$ cat config.mk
export PLATFORM = sky130hd
export DESIGN_NAME = led_fader_flat
export DESIGN_NICKNAME = d
export VERILOG_FILES = /design/src/rtl/led_fader_if.sv /design/src/rtl/led_fader.sv /design/src/flat_wrapper.sv
export SDC_FILE = /design/constraint.sdc
export NUM_CORES = 1
export LEC_CHECK = 0
export ABC_AREA = 0
export CORE_MARGIN = 3
export CORE_UTILIZATION = 50
export CTS_BUF_LIST = sky130_fd_sc_hd__clkbuf_8
export DETAILED_ROUTE_END_ITERATION = 6
export GPL_ROUTABILITY_DRIVEN = 0
export PLACE_DENSITY = 0.67
export SYNTH_ARGS = -nofsm -noshare
export SYNTH_HDL_FRONTEND = slang
export SYNTH_SLANG_ARGS = --single-unit
$ cat constraint.sdc
create_clock -name clk -period 2.7 [get_ports clk]
set_input_delay 0.27 -clock clk [delete_from_list [all_inputs] [get_ports clk]]
set_output_delay 0.27 -clock clk [all_outputs]
set_load 0.02 [all_outputs]
$ cat src/rtl/led_fader_if.sv
// led_fader_if: target pattern in, PWM drive and busy flag out, all on the fader clock.
// Latency: none; plain wires bundled for port connection.
// Backpressure: none; the fader accepts a new pattern every cycle.
interface led_fader_if;
  logic [4:0] led_in;   // target pattern from the LED rotator, bit i = LED(i+1)
  logic [4:0] led_out;  // registered PWM drive to the physical LEDs
  logic       busy;     // some channel has not yet reached its target

  // Upstream pattern source and LED consumer side
  modport master (
    output led_in,
    input  led_out,
    input  busy
  );

  // Fader side
  modport slave (
    input  led_in,
    output led_out,
    output busy
  );
endinterface

$ cat src/rtl/led_fader.sv
// led_fader: five independent LED channels fading toward on/off targets, PWM-driven; gamma curve when LED_FADER_GAMMA_EN is defined.
// Latency: led_in -> led_q 1 cycle; level moves at the next step tick; led_out follows the new level 1 cycle after the tick.
// Backpressure: none; free-running, a new target pattern is sampled every cycle.
module led_fader #(
  parameter int PWM_BITS = 8,      // brightness / duty width
  parameter int STEP_DIV = 12000,  // clk cycles per brightness step tick, >= 2
  parameter int STEP     = 8       // brightness change per tick, 1..MAX
) (
  input  logic       clk,
  input  logic       rst,
  led_fader_if.slave bus
);

  localparam int NCH   = 5;
  localparam int DIV_W = $clog2(STEP_DIV);

  localparam logic [PWM_BITS-1:0] C_MAX      = '1;
  localparam logic [PWM_BITS:0]   C_MAX_X    = {1'b0, C_MAX};
  localparam logic [PWM_BITS:0]   C_STEP     = (PWM_BITS+1)'(STEP);
  localparam logic [DIV_W-1:0]    C_DIV_LAST = DIV_W'(STEP_DIV - 1);
  localparam logic [DIV_W-1:0]    C_DIV_ONE  = DIV_W'(1);

  // Registered state
  logic [NCH-1:0]      r_led_q;
  logic [PWM_BITS-1:0] r_pwm_cnt;
  logic [DIV_W-1:0]    r_div_cnt;
  logic [PWM_BITS-1:0] r_level [NCH];
  logic [NCH-1:0]      r_led_out;

  // Combinational helpers
  logic                w_step_tick;
  logic [PWM_BITS:0]   w_up     [NCH];
  logic [PWM_BITS:0]   w_dn     [NCH];
  logic [PWM_BITS-1:0] w_level_nxt [NCH];
  logic [PWM_BITS-1:0] w_duty   [NCH];
  logic                w_busy;

  assign w_step_tick = (r_div_cnt == C_DIV_LAST);

  // Capture the target pattern and run the PWM and step-tick counters
  always_ff @(posedge clk or posedge rst) begin
    if (rst) begin
      r_led_q   <= '0;
      r_pwm_cnt <= '0;
      r_div_cnt <= '0;
    end else begin
      r_led_q   <= bus.led_in;
      r_pwm_cnt <= r_pwm_cnt + 1'b1;
      r_div_cnt <= w_step_tick ? '0 : (r_div_cnt + C_DIV_ONE);
    end
  end

  // Saturating next level per channel: one extra bit catches overflow past MAX
  // on the way up and the borrow below zero on the way down
  always_comb begin
    for (int i = 0; i < NCH; i++) begin
      w_up[i]        = {1'b0, r_level[i]} + C_STEP;
      w_dn[i]        = {1'b0, r_level[i]} - C_STEP;
      w_level_nxt[i] = r_level[i];
      if (r_led_q[i]) begin
        w_level_nxt[i] = (w_up[i] > C_MAX_X) ? C_MAX : w_up[i][PWM_BITS-1:0];
      end else begin
        w_level_nxt[i] = w_dn[i][PWM_BITS] ? '0 : w_dn[i][PWM_BITS-1:0];
      end
    end
  end

  // Move every channel one step toward its target on each step tick
  always_ff @(posedge clk or posedge rst) begin
    if (rst) begin
      for (int i = 0; i < NCH; i++) begin
        r_level[i] <= '0;
      end
    end else if (w_step_tick) begin
      for (int i = 0; i < NCH; i++) begin
        r_level[i] <= w_level_nxt[i];
      end
    end
  end

`ifdef LED_FADER_GAMMA_EN
  logic [2*PWM_BITS-1:0] w_sq [NCH];

  // Square-law duty: full-width product of the level with itself, top half kept
  always_comb begin
    for (int i = 0; i < NCH; i++) begin
      w_sq[i]   = (2*PWM_BITS)'(r_level[i]) * (2*PWM_BITS)'(r_level[i]);
      w_duty[i] = PWM_BITS'(w_sq[i] >> PWM_BITS);
    end
  end
`else
  // Linear duty: brightness level drives the comparator directly
  always_comb begin
    for (int i = 0; i < NCH; i++) begin
      w_duty[i] = r_level[i];
    end
  end
`endif

  // PWM comparator; full level forces a steady on since the counter never exceeds MAX
  always_ff @(posedge clk or posedge rst) begin
    if (rst) begin
      r_led_out <= '0;
    end else begin
      for (int i = 0; i < NCH; i++) begin
        r_led_out[i] <= (r_level[i] == C_MAX) ? 1'b1 : (r_pwm_cnt < w_duty[i]);
      end
    end
  end

  // Busy while any channel level differs from its on/off target
  always_comb begin
    w_busy = 1'b0;
    for (int i = 0; i < NCH; i++) begin
      if (r_level[i] != (r_led_q[i] ? C_MAX : '0)) begin
        w_busy = 1'b1;
      end
    end
  end

  assign bus.led_out = r_led_out;
  assign bus.busy    = w_busy;

endmodule

$ cat src/flat_wrapper.sv
// flat-port wrapper written by rule: the top's interface ports become plain ports
module led_fader_flat 
#(
  parameter int PWM_BITS = 8,                                
  parameter int STEP_DIV = 12000,                                              
  parameter int STEP     = 8                                            
)
  (clk, rst, bus_led_in, bus_led_out, bus_busy);
  led_fader_if bus_i ();
  input  logic clk;
  input  logic rst;
  input wire logic [$bits(bus_i.led_in)-1:0] bus_led_in;
  output wire logic [$bits(bus_i.led_out)-1:0] bus_led_out;
  output wire logic [$bits(bus_i.busy)-1:0] bus_busy;
  assign bus_i.led_in = bus_led_in;
  assign bus_led_out = bus_i.led_out;
  assign bus_busy = bus_i.busy;
  led_fader #(.PWM_BITS(PWM_BITS), .STEP_DIV(STEP_DIV), .STEP(STEP)) u_core (.clk(clk), .rst(rst), .bus(bus_i));
endmodule
# After elaboration in Yosys (flattened, before gate mapping)
# Cells that the tools add are included.
[classes]
addsub = 12
magnitude_cmp = 10
eq_ne = 11
n_mux = 31
[op_table]
columns = ["cell", "count"]
rows = [
  ["$mux W8", 20],
  ["$add A8 B4 Y9 const B", 5],
  ["$gt A9 B8 Y1 const B", 5],
  ["$sub A8 B4 Y9 const B", 5],
  ["$eq A8 B8 Y1 const B", 5],
  ["$lt A8 B8 Y1", 5],
  ["$ne A8 B8 Y1", 5],
  ["$add A14 B1 Y14 const B", 1],
  ["$eq A14 B14 Y1 const B", 1],
  ["$mux W14", 1],
  ["$mux W1", 10],
  ["$add A8 B1 Y8 const B", 1],
]
[totals]
ff_bits = 72
input_bits = 7
out_inout_bits = 6
wordCells = 73

# Depth between registers and ports, before layout
[logic_depth]
depth_word = 7
ltp_mapped = 8
depth_no_buf = 7

# Worst setup path after synthesis
# Ideal clock, no wire load.
[synth_timing]
kind = "register -> register"
from = "register u_core.r_div_cnt[8]"
to = "register u_core.r_level[13] (netlist bit)"
arrival_time_ps = 2110
t_required_ps = 2613
path_slack_ps = 502
path_stages_with_launch = 6
period_less_slack_ps = 2198
cell_sequence = "dfrtp_1 > or4b_4 > or4_1 > buf_2 > or4_1 > o211ai_1"
[synth_via]
elab_chain_cells = 1
[synth_lines]
columns = ["element", "line", "rtl"]
rows = [
  ["from (decl)", "led_fader.sv:26", "logic [DIV_W-1:0] r_div_cnt;"],
  ["from (signal assigned)", "led_fader.sv:49", "r_div_cnt <= w_step_tick ? '0 : (r_div_cnt + C_DIV_ONE);"],
  ["$eq A14 B14 Y1", "led_fader.sv:38", "assign w_step_tick = (r_div_cnt == C_DIV_LAST);"],
  ["to (signal, indexed assignment)", "led_fader.sv:76", "r_level[i] <= w_level_nxt[i];"],
  ["to (decl)", "led_fader.sv:27", "logic [PWM_BITS-1:0] r_level [NCH];"],
]
# No other way between the ends.
# A chain may end at the register's enable or synchronous reset.

# Final worst setup path
[layout_timing]
from = "register u_core.r_level[37] (netlist bit)"
to = "output bus_busy"
[layout_via]
elab_chain_cells = 6
[layout_lines]
columns = ["element", "line", "rtl"]
rows = [
  ["$ne A8 B8 Y1", "led_fader.sv:115", "if (r_level[i] != (r_led_q[i] ? C_MAX : '0)) begin"],
  ["$mux W1 (5 in a row)", "led_fader.sv:115", ""],
  ["to (decl)", "flat_wrapper.sv:14", "output wire logic [$bits(bus_i.busy)-1:0] bus_busy;"],
]
# No other way between the ends.

==> results.toml <==
[global_route]
grtUsageMet1_pct = 31.1
use_met2_pct = 37.9
grt_use_met3_pct = 4.47
grt_pass1_vias = 4146
gr-total-overflow = 0
antenna_found_initial = 0
grt_pass1_wl_mm = 19.6
grt_max_degree = 63
grtUsageTotal_pct = 23.1
grt-busiest-layer = "met2"

[clock_network]
hold_buffers = 0
clockBufferDepth = 2
postCtsSetupBuffers = 0
cts_made_buffers = 9
insertion_delay_ps = 340
cts_tree = "done"
h-tree-depth = 3
root_buffer = "clkbuf_8"
clkTransAtPathRegs_ps = 80
cts.sinks = 62

[sta]
tns_ps = 0
holdWs_ps = 359
setup_viol = 0
clock_skew_ps = 9.80
period_needed_ps = 2560
hold_violations = 0
slew_viol_final = 0
relSlewSlack_pct = 46.3
fmax_ghz = 0.391
worstMarginPinSlew_ps = 806
period_share_pct = 94.8

[synthesis]
async_flop_share_pct = 100
avgSynthCellArea_sq_um = 8.51
ys.flop_type = "dfrtp_1"
ys_types = 60
ys_ff_latch = 62
ys_seq_area_share_pct = 32.9
synth_area_sq_mm = 0.00472
synth_edf_count = 0
syn-num-nets = 614
yosys_warnings = 0
syn_inst = 555

[route]
viasPerCell = 6.29
firstDrtPassIters = 5
remaining_drc_errors = 0
via_count = 4283
ant_nets = 0
wire_per_inst_um = 16.7
drtIter0Drc = 229
wirelength_mm = 11.3

[job]
drv_cap = 0

[setup_path]
r2r_cells = 4
r2r_slack_ps = 360
critPathRequiredTime_ps = 2430
criticalPathCategory = "reg -> out"
critPathMaxFanout = 8
r2r-end = "u_core.r_level[13]$_DFFE_PP0N_"
timing.rr.start = "u_core.r_div_cnt[8]$_DFF_PP0_"
crit_path_end_kind = "primary output"
start_kind = "register"
critPathArrivalTime_ps = 2290

[layout]
final_cell_count_no_fill = 681
regArea_sq_mm = 0.00155
final_cell_mix = "dfrtp_1, ha_1, inv_1, o21ai_0, nand2_1"
final_common_cell = "dfrtp_1"
diodes = 0
nNetsFinal = 627
syn2layout_area_growth_pct = 11.2
nFillCells = 800
utilization_pct = 58.8
drive_above_1_share_pct = 8.90
multiInputGateArea_sq_mm = 0.00292

[place]
dp.cells = 665
dp_hpwl_mm = 8.15
numPortBuffers = 12

[floorplanning]
die_h_um = 103
coreArea_sq_mm = 0.00893
pin_count = 13
die-area_sq_mm = 0.0106
die_w_um = 103
initial_core_util_pct = 52.8
rows = 34

[worst_hold_path]
hp-class = "in -> reg"
min_to = "u_core.r_led_q[0]$_DFF_PP0_"
hold_start = "bus_led_in[0]"
whs_path_depth = 1

[power]
irDropWorstVdd_mv = 0.217
power_density_mw_per_mm2 = 338
leakage_nw = 2.18

[run_status]
status = "complete, no violations"
==> repair_timing <==
action	in CTS	in global routing
gates resized for setup	1	5
hold endpoints to repair	0	0
setup endpoints to repair	1	1
==> worst max path at each step <==
stage                                              start                             end  cells after the start
final                     u_core.r_level[37]$_DFFE_PP0N_                        bus_busy                      6
after global routing      u_core.r_level[37]$_DFFE_PP0N_                        bus_busy                      6
after CTS                 u_core.r_level[37]$_DFFE_PP0N_                        bus_busy                      6
after detailed placement  u_core.r_level[37]$_DFFE_PP0N_                        bus_busy                      6
after global placement    u_core.r_level[37]$_DFFE_PP0N_                        bus_busy                      6
after floorplan            u_core.r_div_cnt[8]$_DFF_PP0_  u_core.r_level[13]$_DFFE_PP0N_                      5
==> synth_stat cells (5+ instances only) <==
| library cell | count | area (sq um) |
|---|---|---|
| nand3_1 | 32 | 160 |
| nand2b_1 | 5 | 31.3 |
| o211ai_1 | 15 | 113 |
| inv_1 | 42 | 158 |
| a211oi_1 | 8 | 60.1 |
| dfrtp_1 | 62 | 1550 |
| clkbuf_1 | 31 | 116 |
| and3_1 | 7 | 43.8 |
| nor3_1 | 15 | 75.1 |
| nand2_1 | 36 | 135 |
| nor2_1 | 28 | 105 |
| nor2b_1 | 8 | 50.1 |
| a21oi_1 | 25 | 125 |
| ha_1 | 52 | 651 |
| a21o_1 | 6 | 45.0 |
| nand4_1 | 14 | 87.6 |
| a21boi_0 | 6 | 45.0 |
| o21ai_0 | 41 | 205 |
| nor4_1 | 8 | 50.1 |
| xor2_1 | 11 | 96.3 |
| xnor2_1 | 10 | 87.6 |
| a31oi_1 | 21 | 131 |
==> per-stage QoR <==
step / power, W / setup WS [ps] / area (sq um)
global route: 0.00186 / -3.42 / 5250
floorplan: 0.000992 / 502 / 4720
CTS: 0.00180 / 81.7 / 5230
global placement: 0.00102 / 214 / 5040
detailed placement: 0.00102 / 211 / 5040
finish: 0.00177 / 141 / 5250
==> worst max-delay path, cell delays in order (launching register included) <==
cell           delay, ps
dfrtp_1              460
or3_1                420
nor2_1               180
a21oi_1               80
a2111oi_2            300
nand4_1              150
dlygate4sd2_1        370
==> power breakdown <==
group	switching [W]	leakage [nW]	internal (W)
clock	0.000370	0.0996	0.000402
sequential	0.00000887	0.826	0.000932
combinational	0.0000385	1.25	0.0000224
total	0.000417	2.18	0.00136
==> layout make-up <==
| cell class | count | share of cell area, % |
|---|---|---|
| Multi-Input combinational cell | 416 | 55.5 |
| Sequential cell | 62 | 29.6 |
| Timing Repair Buffer | 36 | 5.70 |
| Clock buffer | 12 | 3.15 |
| Inverter | 43 | 3.08 |
| Tap cell | 108 | 2.57 |
| Clock inverter | 4 | 0.405 |
==> metal layers <==
metal | wire (um) | up-vias
li1 | - | 2085
met1 | 5240 | 2061
met2 | 5410 | 120
met3 | 532 | 17
met4 | 162 | 0
met5 | 0 | -
==> flip-flops by register name (all words and copies together), names as in the netlist <==
register            count
u_core.bus.led_out      5
u_core.r_led_q          5
u_core.r_pwm_cnt        8
u_core.r_level         30
u_core.r_div_cnt       14
==> logic make-up after synthesis <==
| family | Yosys count | share of synthesized area [%] |
|---|---|---|
| adders and majority gates | 52 | 13.8 |
| DFF | 62 | 32.9 |
| AOI/OAI and AO/OA | 163 | 22.8 |
| xor gates and xnor gates | 21 | 3.90 |
| buffers and inverters | 77 | 6.20 |
| muxes | 3 | 0.636 |
| and+or+nand+nor | 177 | 19.9 |
Note: power is estimated with default switching activity, not from simulation.
